==> config.mk <==
export PLATFORM = sky130hd
export DESIGN_NAME = hub75_pixel_loader
export DESIGN_NICKNAME = d
export VERILOG_FILES = /design/src/rtl/hub75_pixel_loader.sv
export SDC_FILE = /design/constraint.sdc
export NUM_CORES = 1
export LEC_CHECK = 0
export ABC_AREA = 0
export CAP_MARGIN = 25
export CORE_MARGIN = 5
export CORE_UTILIZATION = 50
export CTS_BUF_LIST = sky130_fd_sc_hd__clkbuf_8
export CTS_CLUSTER_SIZE = 24
export DETAILED_ROUTE_END_ITERATION = 6
export MAX_ROUTING_LAYER = met4
export PLACE_DENSITY_LB_ADDON = 0.15
export RECOVER_POWER = 50
export SLEW_MARGIN = 20
export SYNTH_ARGS = -nofsm -noshare
export SYNTH_HDL_FRONTEND = slang
export SYNTH_SLANG_ARGS = --single-unit
==> constraint.sdc <==
create_clock -name clk -period 2.15 [get_ports clk]
set_input_delay 0.3225 -clock clk [delete_from_list [all_inputs] [get_ports clk]]
set_output_delay 0.3225 -clock clk [all_outputs]
set_load 0.01 [all_outputs]
==> src/rtl/hub75_pixel_loader.sv <==
// rtl/hub75_pixel_loader.sv - raster pixel stream to HUB75 frame-buffer write port loader
//
// Purpose: accepts a raster-ordered {R,G,B} pixel stream with start-of-frame and
// end-of-line markers, checks it against the panel geometry and issues one registered
// frame-buffer write per accepted pixel. Marker mismatches pulse o_err_sync and the
// loader re-locks on the next start-of-frame.
//
// Ports:
//   clk, rst              clock, synchronous active-high reset
//   i_enable              1 = accept stream, 0 = pause (state frozen)
//   i_pix_valid/o_pix_ready  pixel handshake (ready is combinational)
//   i_pix_data            pixel {R,G,B}
//   i_pix_sof/i_pix_eol   frame start / line end markers
//   o_framebuf_wr_*       registered frame-buffer write (addr, data, strobe)
//   o_frame_done          pulse with the write of the last pixel of a frame
//   o_err_sync            pulse with the write of a beat whose markers mismatched

module hub75_pixel_loader #(
    parameter int hpixel_p = 64,
    parameter int vpixel_p = 64,
    parameter int bpp_p    = 8,
    localparam int frame_size_p = hpixel_p * vpixel_p,
    localparam int addr_width_p = $clog2(frame_size_p)
) (
    input  logic                    clk,
    input  logic                    rst,
    input  logic                    i_enable,
    input  logic                    i_pix_valid,
    output logic                    o_pix_ready,
    input  logic [3*bpp_p-1:0]      i_pix_data,
    input  logic                    i_pix_sof,
    input  logic                    i_pix_eol,
    output logic [addr_width_p-1:0] o_framebuf_wr_addr,
    output logic [3*bpp_p-1:0]      o_framebuf_wr_data,
    output logic                    o_framebuf_wr_en,
    output logic                    o_frame_done,
    output logic                    o_err_sync
);

    localparam int XW = $clog2(hpixel_p);
    localparam int YW = (vpixel_p > 1) ? $clog2(vpixel_p) : 1;
    localparam int AW = addr_width_p;

    localparam logic [XW-1:0] X_LAST = XW'(hpixel_p - 1);
    localparam logic [YW-1:0] Y_LAST = YW'(vpixel_p - 1);
    localparam logic [XW-1:0] X_ONE  = XW'(1);
    localparam logic [YW-1:0] Y_ONE  = YW'(1);
    localparam logic [AW-1:0] A_ONE  = AW'(1);

    typedef enum logic {
        WAIT_SOF = 1'b0,
        LOAD     = 1'b1
    } state_t;

    state_t             r_state;
    logic [XW-1:0]      r_x;
    logic [YW-1:0]      r_y;
    logic [AW-1:0]      r_addr;       // running y*hpixel_p + x, advanced by increment only
    logic [AW-1:0]      r_wr_addr;
    logic [3*bpp_p-1:0] r_wr_data;
    logic               r_wr_en;
    logic               r_frame_done;
    logic               r_err_sync;

    logic w_accept;
    logic w_last_col;
    logic w_last_row;

    assign o_pix_ready = i_enable & ~rst;
    assign w_accept    = i_pix_valid & o_pix_ready;
    assign w_last_col  = (r_x == X_LAST);
    assign w_last_row  = (r_y == Y_LAST);

    always_ff @(posedge clk) begin
        if (rst) begin
            r_state      <= WAIT_SOF;
            r_x          <= '0;
            r_y          <= '0;
            r_addr       <= '0;
            r_wr_addr    <= '0;
            r_wr_data    <= '0;
            r_wr_en      <= 1'b0;
            r_frame_done <= 1'b0;
            r_err_sync   <= 1'b0;
        end else begin
            r_wr_en      <= 1'b0;
            r_frame_done <= 1'b0;
            r_err_sync   <= 1'b0;
            if (w_accept) begin
                if (i_pix_sof) begin
                    // SOF always (re)starts the frame at pixel (0,0). In LOAD it is a
                    // premature restart and flagged, but the beat still lands at addr 0.
                    r_wr_en    <= 1'b1;
                    r_wr_addr  <= '0;
                    r_wr_data  <= i_pix_data;
                    r_err_sync <= (r_state == LOAD) | i_pix_eol;
                    if (i_pix_eol) begin
                        // A line cannot end on its first pixel (hpixel_p >= 2).
                        r_x     <= '0;
                        r_y     <= '0;
                        r_addr  <= '0;
                        r_state <= WAIT_SOF;
                    end else begin
                        r_x     <= X_ONE;
                        r_y     <= '0;
                        r_addr  <= A_ONE;
                        r_state <= LOAD;
                    end
                end else if (r_state == LOAD) begin
                    r_wr_en   <= 1'b1;
                    r_wr_addr <= r_addr;
                    r_wr_data <= i_pix_data;
                    if (i_pix_eol != w_last_col) begin
                        r_err_sync <= 1'b1;
                        r_x        <= '0;
                        r_y        <= '0;
                        r_addr     <= '0;
                        r_state    <= WAIT_SOF;
                    end else if (w_last_col) begin
                        if (w_last_row) begin
                            r_frame_done <= 1'b1;
                            r_x          <= '0;
                            r_y          <= '0;
                            r_addr       <= '0;
                            r_state      <= WAIT_SOF;
                        end else begin
                            r_x    <= '0;
                            r_y    <= r_y + Y_ONE;
                            r_addr <= r_addr + A_ONE;
                        end
                    end else begin
                        r_x    <= r_x + X_ONE;
                        r_addr <= r_addr + A_ONE;
                    end
                end
                // WAIT_SOF with sof=0: beat is consumed and dropped silently.
            end
        end
    end

    assign o_framebuf_wr_addr = r_wr_addr;
    assign o_framebuf_wr_data = r_wr_data;
    assign o_framebuf_wr_en   = r_wr_en;
    assign o_frame_done       = r_frame_done;
    assign o_err_sync         = r_err_sync;

endmodule

# Word-level counts from Yosys, hierarchy flattened
# Index checks and enable logic that the tools add are counted.
# totals
reg_bits	64
inputBits	30
# classes
bitwise	7
reduce_logical	6
addsub	3
eq_ne	3
mux	32
# ops
operator	count
$mux 12	7
$mux 6	9
$mux 24	2
$mux 1	14
$add 12x1->12 const B	1
$add 6x1->6 const B	2
$eq 6x6->1 const B	2
$reduce_or 6->1	1
$not 1->1	4
$reduce_and 3->1	1
$reduce_bool 3->1	1
$and 1x1->1	2
$reduce_and 2->1	1
$reduce_bool 2->1	1
$reduce_or 2->1	1
$ne 1x1->1	1
$or 1x1->1	1

# Longest topological paths before layout
# logic_depth
depth_word	6
ltp_mapped	8
depth_no_buf	6

# Worst setup path before layout
# OpenSTA, ideal clock, no wires.
# synth_timing
path_type	reg2reg
startpoint	register r_x[0]
endpoint	register r_addr[11]
stages_incl_launch_ff	7
setup_slack_ns	0.474
path_buffers	0
synth_period_minus_slack_ns	1.676
arrival_time_ns	1.549
required_ns	2.023
cell_sequence	dfxtp_1 ha_1 nand3_1 o21ai_0 o21ai_4 a21boi_2 nor2_1
# synth_between
elab_chain_len	5
elab_cells_between_ends	6
# synth_rtl
item	line_no	rtl
start, declared	56	logic [XW-1:0] r_x;
start signal, assigned	132	r_x <= r_x + X_ONE;
$eq 6x6->1 (*)	71	assign w_last_col = (r_x == X_LAST);
$mux 12 or $ne 1x1->1 (tied branches)	119, 113	
$mux 12 (*)	113	if (i_pix_eol != w_last_col) begin
$mux 12 (*)	109	end else if (r_state == LOAD) begin
$mux 12 (*)	90	if (i_pix_sof) begin
end signal, assigned	129	r_addr <= r_addr + A_ONE;
end signal, assigned	133	r_addr <= r_addr + A_ONE;
end, declared	58	logic [AW-1:0] r_addr;
# Every way passes the cells marked *; elsewhere a longest branch is shown, timed or not. The select of a mux whose other input is x is not followed.
# A chain may end at the register's enable or synchronous reset.

# Worst setup path in the final report
# layout_timing
startpoint	input port i_enable
endpoint	output port o_pix_ready
# layout_between
elab_chain_len	1
# layout_rtl
item	line_no	rtl
start, declared	27	input logic i_enable,
$and 1x1->1	69	assign o_pix_ready = i_enable & ~rst;
end, declared	29	output logic o_pix_ready,
# No other way between the ends.

==> results <==
- The run finished with clean final reports.
- The top fanout value on the critical path is 3.
- In this run the biggest area consumer among cell types represents 49.44% of the synthesized area.
- In this run the worst setup path begins at i_enable.
- The TritonCTS clock tree is done.
- In this run the static leakage power is 1.367 nW.
- The peak per-stage delay on the critical path is about 0.54 ns.
- The vias after detailed routing is ~2,500.
- Setup repair after global routing left no endpoint under its margin.
- Walking the worst path, the cells encountered are clkdlybuf4s50_1, buf_4, nor2b_1, clkdlybuf4s50_1.
- The design area is ~3600 um^2.
- Across the whole layout, storage elements account for about 1300 um^2.
- The starting DRC count in detailed routing is 100.
- The clock passes through at most 2 buffers.
- The vias per cell is 5.335.
- The number of remaining DRC errors is 0.
- The repair_antennas step left the layout with diodes totalling 0.
- The post-synthesis cell count is a little over 300.
- On the final layout, the worst clock skew is ~0.01 ns.
- From synthesis to final layout, the design area changed by 39.64%.
- The I/O pin count is 70.
- The average instance in the mapped netlist occupies 8.441 um^2.
- The maximum number of pins on one net before global-route repair is 28.
- The most used flip-flop cell after synthesis is sky130_fd_sc_hd__dfxtp_1.
- After global routing the overflow that remains totals 0.
- Clock latency on the worst-skew pair, taken at its later pin, is around 0.34 ns.
- Summing all multi-input logic gate instances after layout gives approximately 1200 um^2.
- The placeable core area is 5075 um^2.
- Power spread over the standard cell area amounts to around 670 nW/um^2.
- Sorting the synthesized cells by area gives the leading types as sky130_fd_sc_hd__dfxtp_1 (49%), sky130_fd_sc_hd__nand2_1 (9.1%), sky130_fd_sc_hd__a21oi_1 (5.8%), sky130_fd_sc_hd__nor2_1 (4.8%), sky130_fd_sc_hd__a22oi_1 (3.5%).
- The highest ir drop seen on vdd is approximately 0.42 mV.
- The clock buffer count from CTS is 9.
- The number of failing setup endpoints in the final timing report is 0.
- The hold path startpoint is o_framebuf_wr_data[19].
- The worst setup path is launched from an input pin.
- The aggregate negative setup slack is 0 ns.
- The leading cell type in the layout, fill and taps excluded is sky130_fd_sc_hd__dfxtp_1.
- The first TritonRoute pass finished after 4 iterations.
- The type of the worst setup path is input pin to output port.
- The number of fill cells is 433.
- The final critical path time including I/O delays and setup is 1.957 ns.
- The number of global-route vias before repair is approximately 2,500.
- The total number of clock tree sinks is 64.
- The number of nets produced by synthesis is 340.
- For met1 alone, demand over resource in global routing was around a quarter.
- In this run the most used layer during global routing was met2.
- The first global-routing pass estimated about 11 mm of wire.
- In the global route stage, met3 resource usage came out at about 9.0%.
- The initial antenna violation count was 0.
- The buffer type at the clock tree root is sky130_fd_sc_hd__clkbuf_8.
- The die covers 6722 um^2.
- The min-delay analysis places its worst path in the category flip-flop to flip-flop.
- The total placed instance area is 3427 um^2.
- The startpoint identified for the worst register-to-register timing path is r_x[0].
- At the end of routability-driven placement, the weighted congestion stood at between 0.8 and 0.9.
- The global routing met2 resource utilization is 35.06%.
- In the synthesized netlist the async set-or-reset flop fraction comes to 0%.
- For this run, the number of Yosys warnings is 0.
- The H-tree depth is 3.
- Summed over all nets, the half-perimeter wirelength after detailed placement is around 4.7 mm.
- Measured along the x axis, the die boundary spans 81.99 um.
- Post-CTS repair changed the size of 0 cells.
- Sequential elements use between 40% and 50% of the synthesized area.
- STA puts the critical path data arrival time at between 1.5 and 2 ns.
- Among the stages of the critical path, the cell type that occurs most often is sky130_fd_sc_hd__clkdlybuf4s50_1.
- Counting flops and latches in the post-synthesis netlist gives 64.
- The die is just over 80 um tall.
- The worst relative slew slack is 65.71%.
- Hold repair after CTS inserted 0 buffers.
- The routed wirelength normalized by instance count is ~14 um.
- The distinct cell type count after synthesis is 45.
- Once detail routing completed, the nets flagged for antenna violations numbered 0.
- The slew at the pin closest to its max-slew limit is roughly 0.51 ns.
- Of the available clock period, the critical path in the final layout requires 91.00%.
- The number of buffers added for setup after CTS is 0.
- The number of flops mapped to enable cells by yosys is 0.
- The max-slew violation count was 0.
- The max-capacitance violation count is 0.
- The fraction of layout instances using a drive strength above 1 is 10.51%.
- Summed over all layers, the routed wires come to between 6 and 7 mm.
- The post-layout net count is about 420.
- The starting density of the core is 51.06%.
- Summing every instance area after synthesis gives about 2600 um^2.
- At the worst endpoint, the required time is approximately 1.8 ns.
- On the critical path, the stage with the largest delay is an instance of sky130_fd_sc_hd__clkdlybuf4s50_1.
- The number of hold violations in the final report is 0.
- Port buffering added a little under 70 buffers.
- The number of core rows is 26.
- In the layout the commonest cells are sky130_fd_sc_hd__dfxtp_1 (64), sky130_fd_sc_hd__nand2_1 (63), sky130_fd_sc_hd__dlygate4sd3_1 (35).
- The clock transition at the registers of the reported paths is ~0.060 ns.
- Across every metal layer, demand over resource in global routing totals between 20 and 25%.
- The category of the worst setup path capture point is an output port.
- Static timing analysis puts the maximum clock frequency at roughly 0.51 GHz.
- The largest total area in the synthesized netlist belongs to sky130_fd_sc_hd__dfxtp_1.
-- metrics by stage --
stage                     cells  util [%]  power [mW]  hold WS (ns)  worst slack [ns]
final                       460     71.30       2.433        0.4524            0.1934
after global placement      444     67.53       1.406        0.4409            0.1153
after detailed placement    444     67.53       1.409        0.4492           0.03863
after CTS                   460     71.60       2.459        0.4577            0.1634
after global routing        460     71.30       2.529        0.4701           0.03972
after floorplan             307         -       1.300        0.4342            0.4737
-- final timing paths --
path | slack (ns) | end | cells past startpoint
max | 0.19 | o_pix_ready | 4
max reg2reg | 0.23 | r_addr[9] | 6
min reg2reg | 0.45 | o_framebuf_wr_data[19] | 2
min | 0.45 | o_framebuf_wr_data[19] | 2
-- registers in the layout, indices dropped and copies added (netlist names) --
signal / flops
r_y: 6
r_addr: 12
o_framebuf_wr_en: 1
r_x: 6
o_framebuf_wr_addr: 12
o_framebuf_wr_data: 24
o_err_sync: 1
r_state: 1
o_frame_done: 1
-- cell usage after synthesis, types with 3 or more instances --
library cell and instances:
sky130_fd_sc_hd__ha_1 3, sky130_fd_sc_hd__inv_1 3, sky130_fd_sc_hd__xor2_1 6, sky130_fd_sc_hd__nand3_1 12
sky130_fd_sc_hd__dfxtp_1 64, sky130_fd_sc_hd__buf_1 3, sky130_fd_sc_hd__a22oi_1 12, sky130_fd_sc_hd__xnor2_1 7
sky130_fd_sc_hd__nand2_1 63, sky130_fd_sc_hd__nor3_1 11, sky130_fd_sc_hd__a21oi_1 30, sky130_fd_sc_hd__nor2_1 33
sky130_fd_sc_hd__clkbuf_1 10, sky130_fd_sc_hd__nand4_1 3, sky130_fd_sc_hd__and3_1 3, sky130_fd_sc_hd__a31oi_1 6
sky130_fd_sc_hd__buf_2 6
-- kinds of logic (layout without fill, tap and decap cells) --
logic type / Yosys count / in the layout / share of synthesized area, %
flip-flops: 64 / 64 / 49.44
XOR/XNOR: 13 / 13 / 4.394
AO/OA/AOI/OAI: 64 / 64 / 16.18
AND/OR/NAND/NOR: 139 / 139 / 24.48
buffers and inverters: 24 / 107 / 4.056
adder cells (fa/ha/maj): 3 / 3 / 1.449
-- layer usage --
layer / part of all wire, % / up-vias
li1: - / 1214
met4: 1.6 / 0
met3: 8.5 / 12
met1: 42 / 1141
met2: 48 / 87
met5: 0 / -
-- area by class of cell --
cell class	instances	share of cell area [%]
clock inverter	5	1.521
multi-input combinational	219	33.19
timing repair buffer	87	22.86
tap	70	2.420
inverter	4	0.4149
sequential	64	35.41
clock buffer	11	4.184
-- worst max-delay path: cells and delay by family --
| kind | cells | cell delay [ns] |
|---|---|---|
| AND/OR/NAND/NOR | 1 | 0.12 |
| buffers and inverters | 3 | 1.19 |
-- power breakdown --
group / internal, mW / switching, mW / leakage, nW
Combinational: 0.0898 / 0.0815 / 0.749
Sequential: 1.20 / 0.00660 / 0.517
Clock: 0.594 / 0.464 / 0.101
Total: 1.88 / 0.552 / 1.37
(Power assumes the default switching activity.)
